### src/rtl/usb_pkg.sv
// usb_pkg: register map, ID value and STATUS bit layout shared by the USB register bank
package usb_pkg;
   localparam logic [7:0] ADDR_ID       = 8'h00;
   localparam logic [7:0] ADDR_CTRL     = 8'h01;
   localparam logic [7:0] ADDR_STATUS   = 8'h02;
   localparam logic [7:0] ADDR_TX_DATA  = 8'h03;
   localparam logic [7:0] ADDR_RX_DATA  = 8'h04;
   localparam logic [7:0] ADDR_RX_COUNT = 8'h05;
   localparam logic [7:0] ADDR_SCRATCH  = 8'h06;
   localparam logic [7:0] ID_VALUE      = 8'hA5;
   localparam int ST_TX_FULL  = 0;
   localparam int ST_TX_EMPTY = 1;
   localparam int ST_RX_FULL  = 2;
   localparam int ST_RX_EMPTY = 3;
   localparam int ST_TX_OVF   = 4;
   localparam int ST_RX_UNF   = 5;
endpackage

### src/rtl/usb_sync_fifo.sv
// usb_sync_fifo: single-clock FIFO; push/pop acceptance is judged on pre-edge occupancy
module usb_sync_fifo #(
   parameter int DATA_WIDTH = 8,
   parameter int FIFO_DEPTH = 16
) (
   input  logic                         clk,
   input  logic                         rst,
   input  logic                         push,
   input  logic                         pop,
   input  logic [DATA_WIDTH-1:0]        wdata,
   output logic [DATA_WIDTH-1:0]        rdata,
   output logic                         full,
   output logic                         empty,
   output logic [$clog2(FIFO_DEPTH):0]  count
);
   localparam int AW = $clog2(FIFO_DEPTH);
   localparam logic [AW:0] FULL_CNT = (AW+1)'(FIFO_DEPTH);
   logic [DATA_WIDTH-1:0] mem [FIFO_DEPTH];
   logic [AW-1:0] wr_ptr, rd_ptr;
   logic do_push, do_pop;
   assign full    = count == FULL_CNT;
   assign empty   = count == '0;
   assign do_push = push && !full;
   assign do_pop  = pop && !empty;
   assign rdata   = mem[rd_ptr];
   always_ff @(posedge clk)
      if (rst) begin
         wr_ptr <= '0;
         rd_ptr <= '0;
         count  <= '0;
      end else begin
         if (do_push) wr_ptr <= wr_ptr + AW'(1);
         if (do_pop) rd_ptr <= rd_ptr + AW'(1);
         count <= count + (AW+1)'(do_push) - (AW+1)'(do_pop);
      end
   always_ff @(posedge clk)
      if (do_push && !rst) mem[wr_ptr] <= wdata;
endmodule

### src/rtl/usb_reg_bank.sv
// usb_reg_bank: EPP-addressed register bank bridging host accesses to TX/RX stream FIFOs.
// Define USB_REG_BANK_OVF_EN to add sticky tx_overflow/rx_underflow flags in STATUS[5:4].
module usb_reg_bank
   import usb_pkg::*;
#(
   parameter int DATA_WIDTH = 8,
   parameter int ADDR_WIDTH = 8,
   parameter int FIFO_DEPTH = 16
) (
   input  logic                  clk,
   input  logic                  rst,
   input  logic [ADDR_WIDTH-1:0] usbIF_address,
   input  logic                  usbIF_data_write,
   input  logic [DATA_WIDTH-1:0] usb_wdata,
   output logic [DATA_WIDTH-1:0] usbIF_data_in,
   output logic [DATA_WIDTH-1:0] ctrl_out,
   output logic [DATA_WIDTH-1:0] tx_data,
   output logic                  tx_valid,
   input  logic                  tx_ready,
   input  logic [DATA_WIDTH-1:0] rx_data,
   input  logic                  rx_valid,
   output logic                  rx_ready
);
   localparam int CW = $clog2(FIFO_DEPTH) + 1;
   logic tx_full, tx_empty, rx_full, rx_empty;
   logic [CW-1:0] tx_count, rx_count;
   logic [DATA_WIDTH-1:0] rx_head, ctrl, scratch, status, rd_val;
   logic [1:0] flags;
   logic wr_tx, wr_rx, wr_ctrl, wr_scratch, unused_tx_count;
   assign wr_tx      = usbIF_data_write && usbIF_address == ADDR_WIDTH'(ADDR_TX_DATA);
   assign wr_rx      = usbIF_data_write && usbIF_address == ADDR_WIDTH'(ADDR_RX_DATA);
   assign wr_ctrl    = usbIF_data_write && usbIF_address == ADDR_WIDTH'(ADDR_CTRL);
   assign wr_scratch = usbIF_data_write && usbIF_address == ADDR_WIDTH'(ADDR_SCRATCH);
   assign unused_tx_count = ^tx_count;
   usb_sync_fifo #(.DATA_WIDTH(DATA_WIDTH), .FIFO_DEPTH(FIFO_DEPTH)) u_tx_fifo (
      .clk   (clk),
      .rst   (rst),
      .push  (wr_tx),
      .pop   (tx_ready),
      .wdata (usb_wdata),
      .rdata (tx_data),
      .full  (tx_full),
      .empty (tx_empty),
      .count (tx_count)
   );
   usb_sync_fifo #(.DATA_WIDTH(DATA_WIDTH), .FIFO_DEPTH(FIFO_DEPTH)) u_rx_fifo (
      .clk   (clk),
      .rst   (rst),
      .push  (rx_valid),
      .pop   (wr_rx),
      .wdata (rx_data),
      .rdata (rx_head),
      .full  (rx_full),
      .empty (rx_empty),
      .count (rx_count)
   );
   assign tx_valid = !tx_empty;
   assign rx_ready = !rx_full;
   assign ctrl_out = ctrl;
`ifdef USB_REG_BANK_OVF_EN
   logic wr_status;
   assign wr_status = usbIF_data_write && usbIF_address == ADDR_WIDTH'(ADDR_STATUS);
   // a new event in the same cycle as a W1C wins, so no event is ever lost
   always_ff @(posedge clk)
      if (rst) flags <= '0;
      else begin
         flags[0] <= (wr_tx && tx_full) || (flags[0] && !(wr_status && usb_wdata[ST_TX_OVF]));
         flags[1] <= (wr_rx && rx_empty) || (flags[1] && !(wr_status && usb_wdata[ST_RX_UNF]));
      end
`else
   assign flags = '0;
`endif
   always_comb begin
      status = '0;
      status[ST_TX_FULL]  = tx_full;
      status[ST_TX_EMPTY] = tx_empty;
      status[ST_RX_FULL]  = rx_full;
      status[ST_RX_EMPTY] = rx_empty;
      status[ST_TX_OVF]   = flags[0];
      status[ST_RX_UNF]   = flags[1];
   end
   assign rd_val = usbIF_address == ADDR_WIDTH'(ADDR_ID)       ? DATA_WIDTH'(ID_VALUE) :
                   usbIF_address == ADDR_WIDTH'(ADDR_CTRL)     ? ctrl :
                   usbIF_address == ADDR_WIDTH'(ADDR_STATUS)   ? status :
                   usbIF_address == ADDR_WIDTH'(ADDR_RX_DATA)  ? (rx_empty ? '0 : rx_head) :
                   usbIF_address == ADDR_WIDTH'(ADDR_RX_COUNT) ? DATA_WIDTH'(rx_count) :
                   usbIF_address == ADDR_WIDTH'(ADDR_SCRATCH)  ? scratch : '0;
   always_ff @(posedge clk)
      if (rst) begin
         ctrl          <= '0;
         scratch       <= '0;
         usbIF_data_in <= '0;
      end else begin
         usbIF_data_in <= rd_val;
         if (wr_ctrl) ctrl <= usb_wdata;
         if (wr_scratch) scratch <= usb_wdata;
      end
endmodule

### config.mk
export PLATFORM = sky130hd
export DESIGN_NAME = usb_reg_bank
export DESIGN_NICKNAME = d
export VERILOG_FILES = /design/src/rtl/usb_pkg.sv /design/src/rtl/usb_sync_fifo.sv /design/src/rtl/usb_reg_bank.sv
export SDC_FILE = /design/constraint.sdc
export NUM_CORES = 1
export LEC_CHECK = 0
export CORE_ASPECT_RATIO = 1.75
export CORE_MARGIN = 4
export CORE_UTILIZATION = 45
export CTS_BUF_LIST = sky130_fd_sc_hd__clkbuf_4 sky130_fd_sc_hd__clkbuf_8
export DETAILED_ROUTE_END_ITERATION = 8
export PLACE_DENSITY_LB_ADDON = 0.15
export SKIP_CTS_REPAIR_TIMING = 1
export SYNTH_ARGS = -nofsm -noshare
export SYNTH_HDL_FRONTEND = slang
export SYNTH_SLANG_ARGS = --single-unit
### constraint.sdc
create_clock -name clk -period 3.44 [get_ports clk]
set_input_delay 0.516 -clock clk [delete_from_list [all_inputs] [get_ports clk]]
set_output_delay 0.516 -clock clk [all_outputs]
set_load 0.1 [all_outputs]
==> results of run 1 <==
[final timing paths]
path,endpoint,slack [ps],cells after the start
worst min register to register,ctrl_out[1],500,2
worst min-delay path,scratch[5],460,2
worst max-delay path,u_rx_fifo.count[4],320,12
worst max register to register,u_rx_fifo.count[4],320,12
[report_power, final]
part | switching (W) | internal (W) | leakage (nW)
logic | 0.00102 | 0.000767 | 1.64
registers | 0.0000733 | 0.00420 | 2.77
clock network | 0.00135 | 0.00153 | 0.480
total | 0.00244 | 0.00650 | 4.90
[synth_stat cells (4+ instances only)]
library cell  number
a21oi_1           25
a22oi_1            8
and3_1             5
buf_2             13
clkbuf_1          18
dfxtp_1           58
edfxtp_1         256
ha_1              21
inv_1             22
mux2i_1           21
mux4_2            70
nand2_1           32
nand2b_1          10
nand3_1           15
nand4_1            4
nor2_1            77
nor2b_1            9
o21ai_0            5
o22ai_1            8
or3_1              4
xnor2_1            7
xor2_1            12
[cell type report]
| cell class | instances | area [um2] |
|---|---|---|
| clock buffers | 62 | 772 |
| multi-input cells | 370 | 3510 |
| repair buffers | 103 | 991 |
| inverters | 22 | 82.6 |
| flip-flops and latches | 314 | 8850 |
| fillers | 2277 | 12600 |
| well taps | 369 | 462 |
| clock inverters | 20 | 118 |
[stage by stage]
stage	total power (W)	std cells	util, %	worst slack (ps)
finish	0.00894	1260	53.9	323
CTS	0.00905	1260	53.9	333
detailed placement	0.00616	1178	50.7	5.92
global placement	0.00609	1178	50.7	104
global route	0.00933	1260	53.9	206
floorplan	0.00559	743	-	403
[cells by family (layout without fill, tap and decap cells)]
logic type	count (synthesis)	count (layout)
flops	314	314
simple gates	175	175
mux	93	93
compound gates	60	60
buf+inv	59	207
fa+ha+maj	23	23
xor+xnor	19	19
[metal layers]
metal	part of all wire, %	GRT usage [%]	vias up
met5	0	0	-
li1	-	-	3100
met3	4.4	2.74	63
met2	57	35.7	199
met1	35	20.3	3504
met4	3.8	7.61	0
[flip-flops by register name, summed over array words and instances (netlist names), named ones only]
name              count
u_tx_fifo.mem       128
u_rx_fifo.wr_ptr      4
usbIF_data_in         8
u_rx_fifo.count       5
ctrl_out              8
u_tx_fifo.wr_ptr      4
u_tx_fifo.count       5
u_rx_fifo.mem       128
u_tx_fifo.rd_ptr      4
scratch               8
u_rx_fifo.rd_ptr      4
==> impl_metrics.ini, run 1 <==
[outcome]
status = finished, final reports clean

[clock_network]
cts_buffers = 44
htree_num_levels = 2
cts_tree = yes
clk_pin_slew_ps = 70
cts_buffer_depth = 3
cts_num_sinks = 314
cts_root_buf = clkbuf_8
worstSkewPairLatency_ps = 560

[grt]
grt_usage_pct = 18.7
grt_pass1_wl_um = 43400
antenna_found_initial = 0
first_global_vias = 7368
gr-total-overflow = 0
grt_max_degree = 36

[timing]
timing.fmax_mhz = 321
finalSetupViolations = 0
slew_headroom_pct = 33.4
rsz0062_at_grt = false
worstMarginPinSlew_ps = 995
slew_viol_final = 0
hold_viol = 0
finalCriticalPeriod_ps = 3120
whs_ps = 461
finClkSkew_ps = 18.8
min_period_over_period_pct = 90.6
setup_tns_ps = 0

[flow_run]
cap_violations = 0

[synth]
ys_seq_area_share_pct = 70.1
syn_area_per_cell_um2 = 17.0
async_reset_ff_share_pct = 0
synth_compound_area_share_pct = 2.97
syn_area_mm2 = 0.0126
synth_seq_cells = 314
ys_types = 49
ys_warn_count = 0
synth_top_area_share_pct = 60.9
synth_top_family_by_area = multiplexers
synth_cells = 743
synth.largest_area_cell = edfxtp_1
synth_edf_count = 256
synth_xor_area_share_pct = 1.32
muxShareOfSynthArea_pct = 14.3
synth_area_leaders = edfxtp_1 (61%), mux4_2 (12%), dfxtp_1 (9.2%)
synthAdderAreaFrac_pct = 2.40
synthSimpleGateAreaFrac_pct = 6.78
synth_nets = 795
synthFlopType = edfxtp_1

[hold_path]
holdCritPathClass = primary input to register
min_from = rst

[critical_path]
worstPathCellList = inv_1 -> ha_1 -> or4b_4 -> and3_4 -> and3_4 -> xor2_1 -> ha_1 -> fa_1 -> a21oi_1 -> nor2_1 -> or3_1 -> a21oi_1
worstSetupPathType = register to register
arrival_ps = 3600
cp-start-kind = register
regToRegStartpoint = u_rx_fifo.count[3]
endpoint_kind = register
crit_required_ps = 3920
slowest_delay_ps = 490
cp-startpoint = u_rx_fifo.count[3]
cp_max_fo = 8
critical_path.top_delay_family = simple AND/OR/NAND/NOR gates
crit_buf_inv = 1
worst_path_max_delay_cell = or4b_4

[drt]
wl_um = 28300
wl_per_cell_um = 22.5
drt-initial-drc-count = 379
viasPerCell = 5.45
dr_total_vias = 6866
drcViolationCount = 0
dr.pass1.iters = 6
drtAntennaViolNets = 0

[layout]
syn2layout_area_growth_pct = 17.2
final_cell_area_mm2 = 0.0148
final_common_cell = edfxtp_1
final_cell_mix = edfxtp_1 (256), nor2_1 (77), mux4_2 (70), dfxtp_1 (56), buf_4 (50)
antenna_cells = 0
fin_nets = 907
drive_gt1_share_pct = 24.0

[floorplan]
start_util_pct = 46.0
ioPinCount = 55
rows = 80
design.core.area_mm2 = 0.0274
die_w_um = 135
die-height_um = 230
dieArea_mm2 = 0.0309

[power]
peakVddDrop_mv = 0.369
power.density_mw_per_mm2 = 605
cellLeakagePower_nw = 4.90

[placed_design]
routabilityCongestion = 0.832
dpl_cell_area_mm2 = 0.0139
port_buffers = 54
hpwl_um = 20000
Power figures use the tool's default switching activity.
==> run 2, diff against run 1 <==
--- a/config.mk
+++ b/config.mk
@@ -11,6 +11,7 @@
 export CTS_BUF_LIST = sky130_fd_sc_hd__clkbuf_4 sky130_fd_sc_hd__clkbuf_8
 export DETAILED_ROUTE_END_ITERATION = 8
 export PLACE_DENSITY_LB_ADDON = 0.15
+export REMOVE_ABC_BUFFERS = 1
 export SKIP_CTS_REPAIR_TIMING = 1
 export SYNTH_ARGS = -nofsm -noshare
 export SYNTH_HDL_FRONTEND = slang
==> run 2 against run 1 <==
  * Sequential power barely moved
  * Register-to-register slack improved by 20 ps
  * Clock power up 9.7%
  * Hold slack better by 23 ps
  * Clock skew up 4.0 ps
  * Fmax shrank 3.2%
==> impl_metrics.ini, run 2 (synthesized netlist as in run 1, its figures left out) <==
[outcome]
status = finished, final reports clean

[drt]
drcViolationCount = 0
wl_per_cell_um = 22.0
dr_total_vias = 6683
wl_um = 27900
drtAntennaViolNets = 0
viasPerCell = 5.27
dr.pass1.iters = 4
drt-initial-drc-count = 319

[critical_path]
slowest_delay_ps = 570
r2r_slack_ps = 340
arrival_ps = 2700
cp_max_fo = 23
rr_worst_depth = 12
cp-start-kind = register
crit_top_cell = mux4_2
worstPathCellList = buf_12 -> mux4_2 -> mux4_2 -> buf_4
endpoint_kind = output pin
worst_path_max_delay_cell = dfxtp_2
timing.rr.end = u_rx_fifo.count[4]
worstSetupPathType = register to output pin
regToRegStartpoint = u_rx_fifo.count[3]
crit_required_ps = 2920

[clock_network]
cts_buffer_depth = 3
clk_pin_slew_ps = 60
cts_tree = yes
cts_num_sinks = 314
cts_buffers = 46
worstSkewPairLatency_ps = 570
cts_root_buf = clkbuf_8
htree_num_levels = 2

[floorplan]
dieArea_mm2 = 0.0309
die_w_um = 135
die-height_um = 230
ioPinCount = 55
start_util_pct = 46.0
design.core.area_mm2 = 0.0274
rows = 80

[layout]
antenna_cells = 0
fin_nets = 916
drive_gt1_share_pct = 24.8
reg_top3 = u_rx_fifo.mem: 128 flops, u_tx_fifo.mem: 128 flops
final_common_cell = edfxtp_1
stdcell_count = 1269
final_cell_area_mm2 = 0.0149
final_cell_mix = edfxtp_1 (256), nor2_1 (77), mux4_2 (70), buf_4 (59), dfxtp_1 (57)
syn2layout_area_growth_pct = 18.3

[flow_run]
cap_violations = 0

[placed_design]
hpwl_um = 20400
dp.cells = 1185
dpl_cell_area_mm2 = 0.0139
routabilityCongestion = 0.812
port_buffers = 54

[timing]
worstMarginPinSlew_ps = 992
finClkSkew_ps = 22.9
finalCriticalPeriod_ps = 3220
rsz0062_at_grt = false
slew_headroom_pct = 33.7
setup_tns_ps = 0
hold_viol = 0
slew_viol_final = 0
timing.fmax_mhz = 311
min_period_over_period_pct = 93.6
finalSetupViolations = 0

[grt]
first_global_vias = 7392
grt_max_degree = 42
grt_pass1_wl_um = 43200
grt_usage_pct = 18.6
antenna_found_initial = 0
gr-total-overflow = 0

[hold_path]
holdCritPathClass = primary input to register
holdPathStages = 2
min_from = rst
hold_path_end = scratch[3]

[power]
peakVddDrop_mv = 0.347
power.density_mw_per_mm2 = 616
cellLeakagePower_nw = 4.97
-- run 2: cell types whose count changed in the layout (fill, tap and decap cells not counted), sizes merged --
cell           change
inv                +1
buf                +8
bufinv             +3
clkbuf             +2
clkdlybuf4s50      -1
clkinv             -4
-- run 2: worst max-delay path by stage --
stage | start | endpoint | slack, ps | cells after the start
after global placement | usbIF_address[3] | u_rx_fifo.count[4] | 80 | 11
after detailed placement | usbIF_address[3] | u_rx_fifo.count[4] | 60 | 11
after global routing | register | tx_data[1] | 70 | 4
after CTS | register | tx_data[1] | 140 | 4
after floorplan | register | tx_data[0] | 90 | 2
final | register | tx_data[1] | 220 | 4
-- run 2: worst max-delay path, delay by kind of cell (launching register included) --
family	cells	cell delay (ps)
multiplexers	2	1030
buffers and inverters	2	520
flip-flops	1	570
-- run 2: power breakdown --
part | internal (W) | leakage (nW) | switching [W]
combinational | 0.000751 | 1.68 | 0.000970
sequential | 0.00420 | 2.77 | 0.000101
clock | 0.00180 | 0.523 | 0.00136
total | 0.00675 | 4.97 | 0.00243
-- run 2: area by class of cell --
cell class | count | area, um2
well taps | 369 | 462
clock buffers | 64 | 793
flip-flops and latches | 314 | 8850
fillers | 2243 | 12500
clock inverters | 20 | 196
multi-input cells | 370 | 3510
inverters | 22 | 82.6
repair buffers | 110 | 1030
-- run 2: routing by layer --
layer | routed length (um) | track usage (%)
met2 | 16800 | 37.5
met5 | 0 | 0
met1 | 9400 | 18.8
met4 | 693 | 6.24
met3 | 1000 | 3.05
-- run 2: through the flow --
stage,hold WS [ps],setup WS (ps),utilization (%),total power (W)
after floorplan,463,85.5,-,0.00556
after global placement,489,80.0,50.8,0.00609
after detailed placement,499,58.7,50.8,0.00614
after CTS,453,136,54.4,0.00931
after global routing,483,72.5,54.4,0.00961
final,484,220,54.4,0.00918
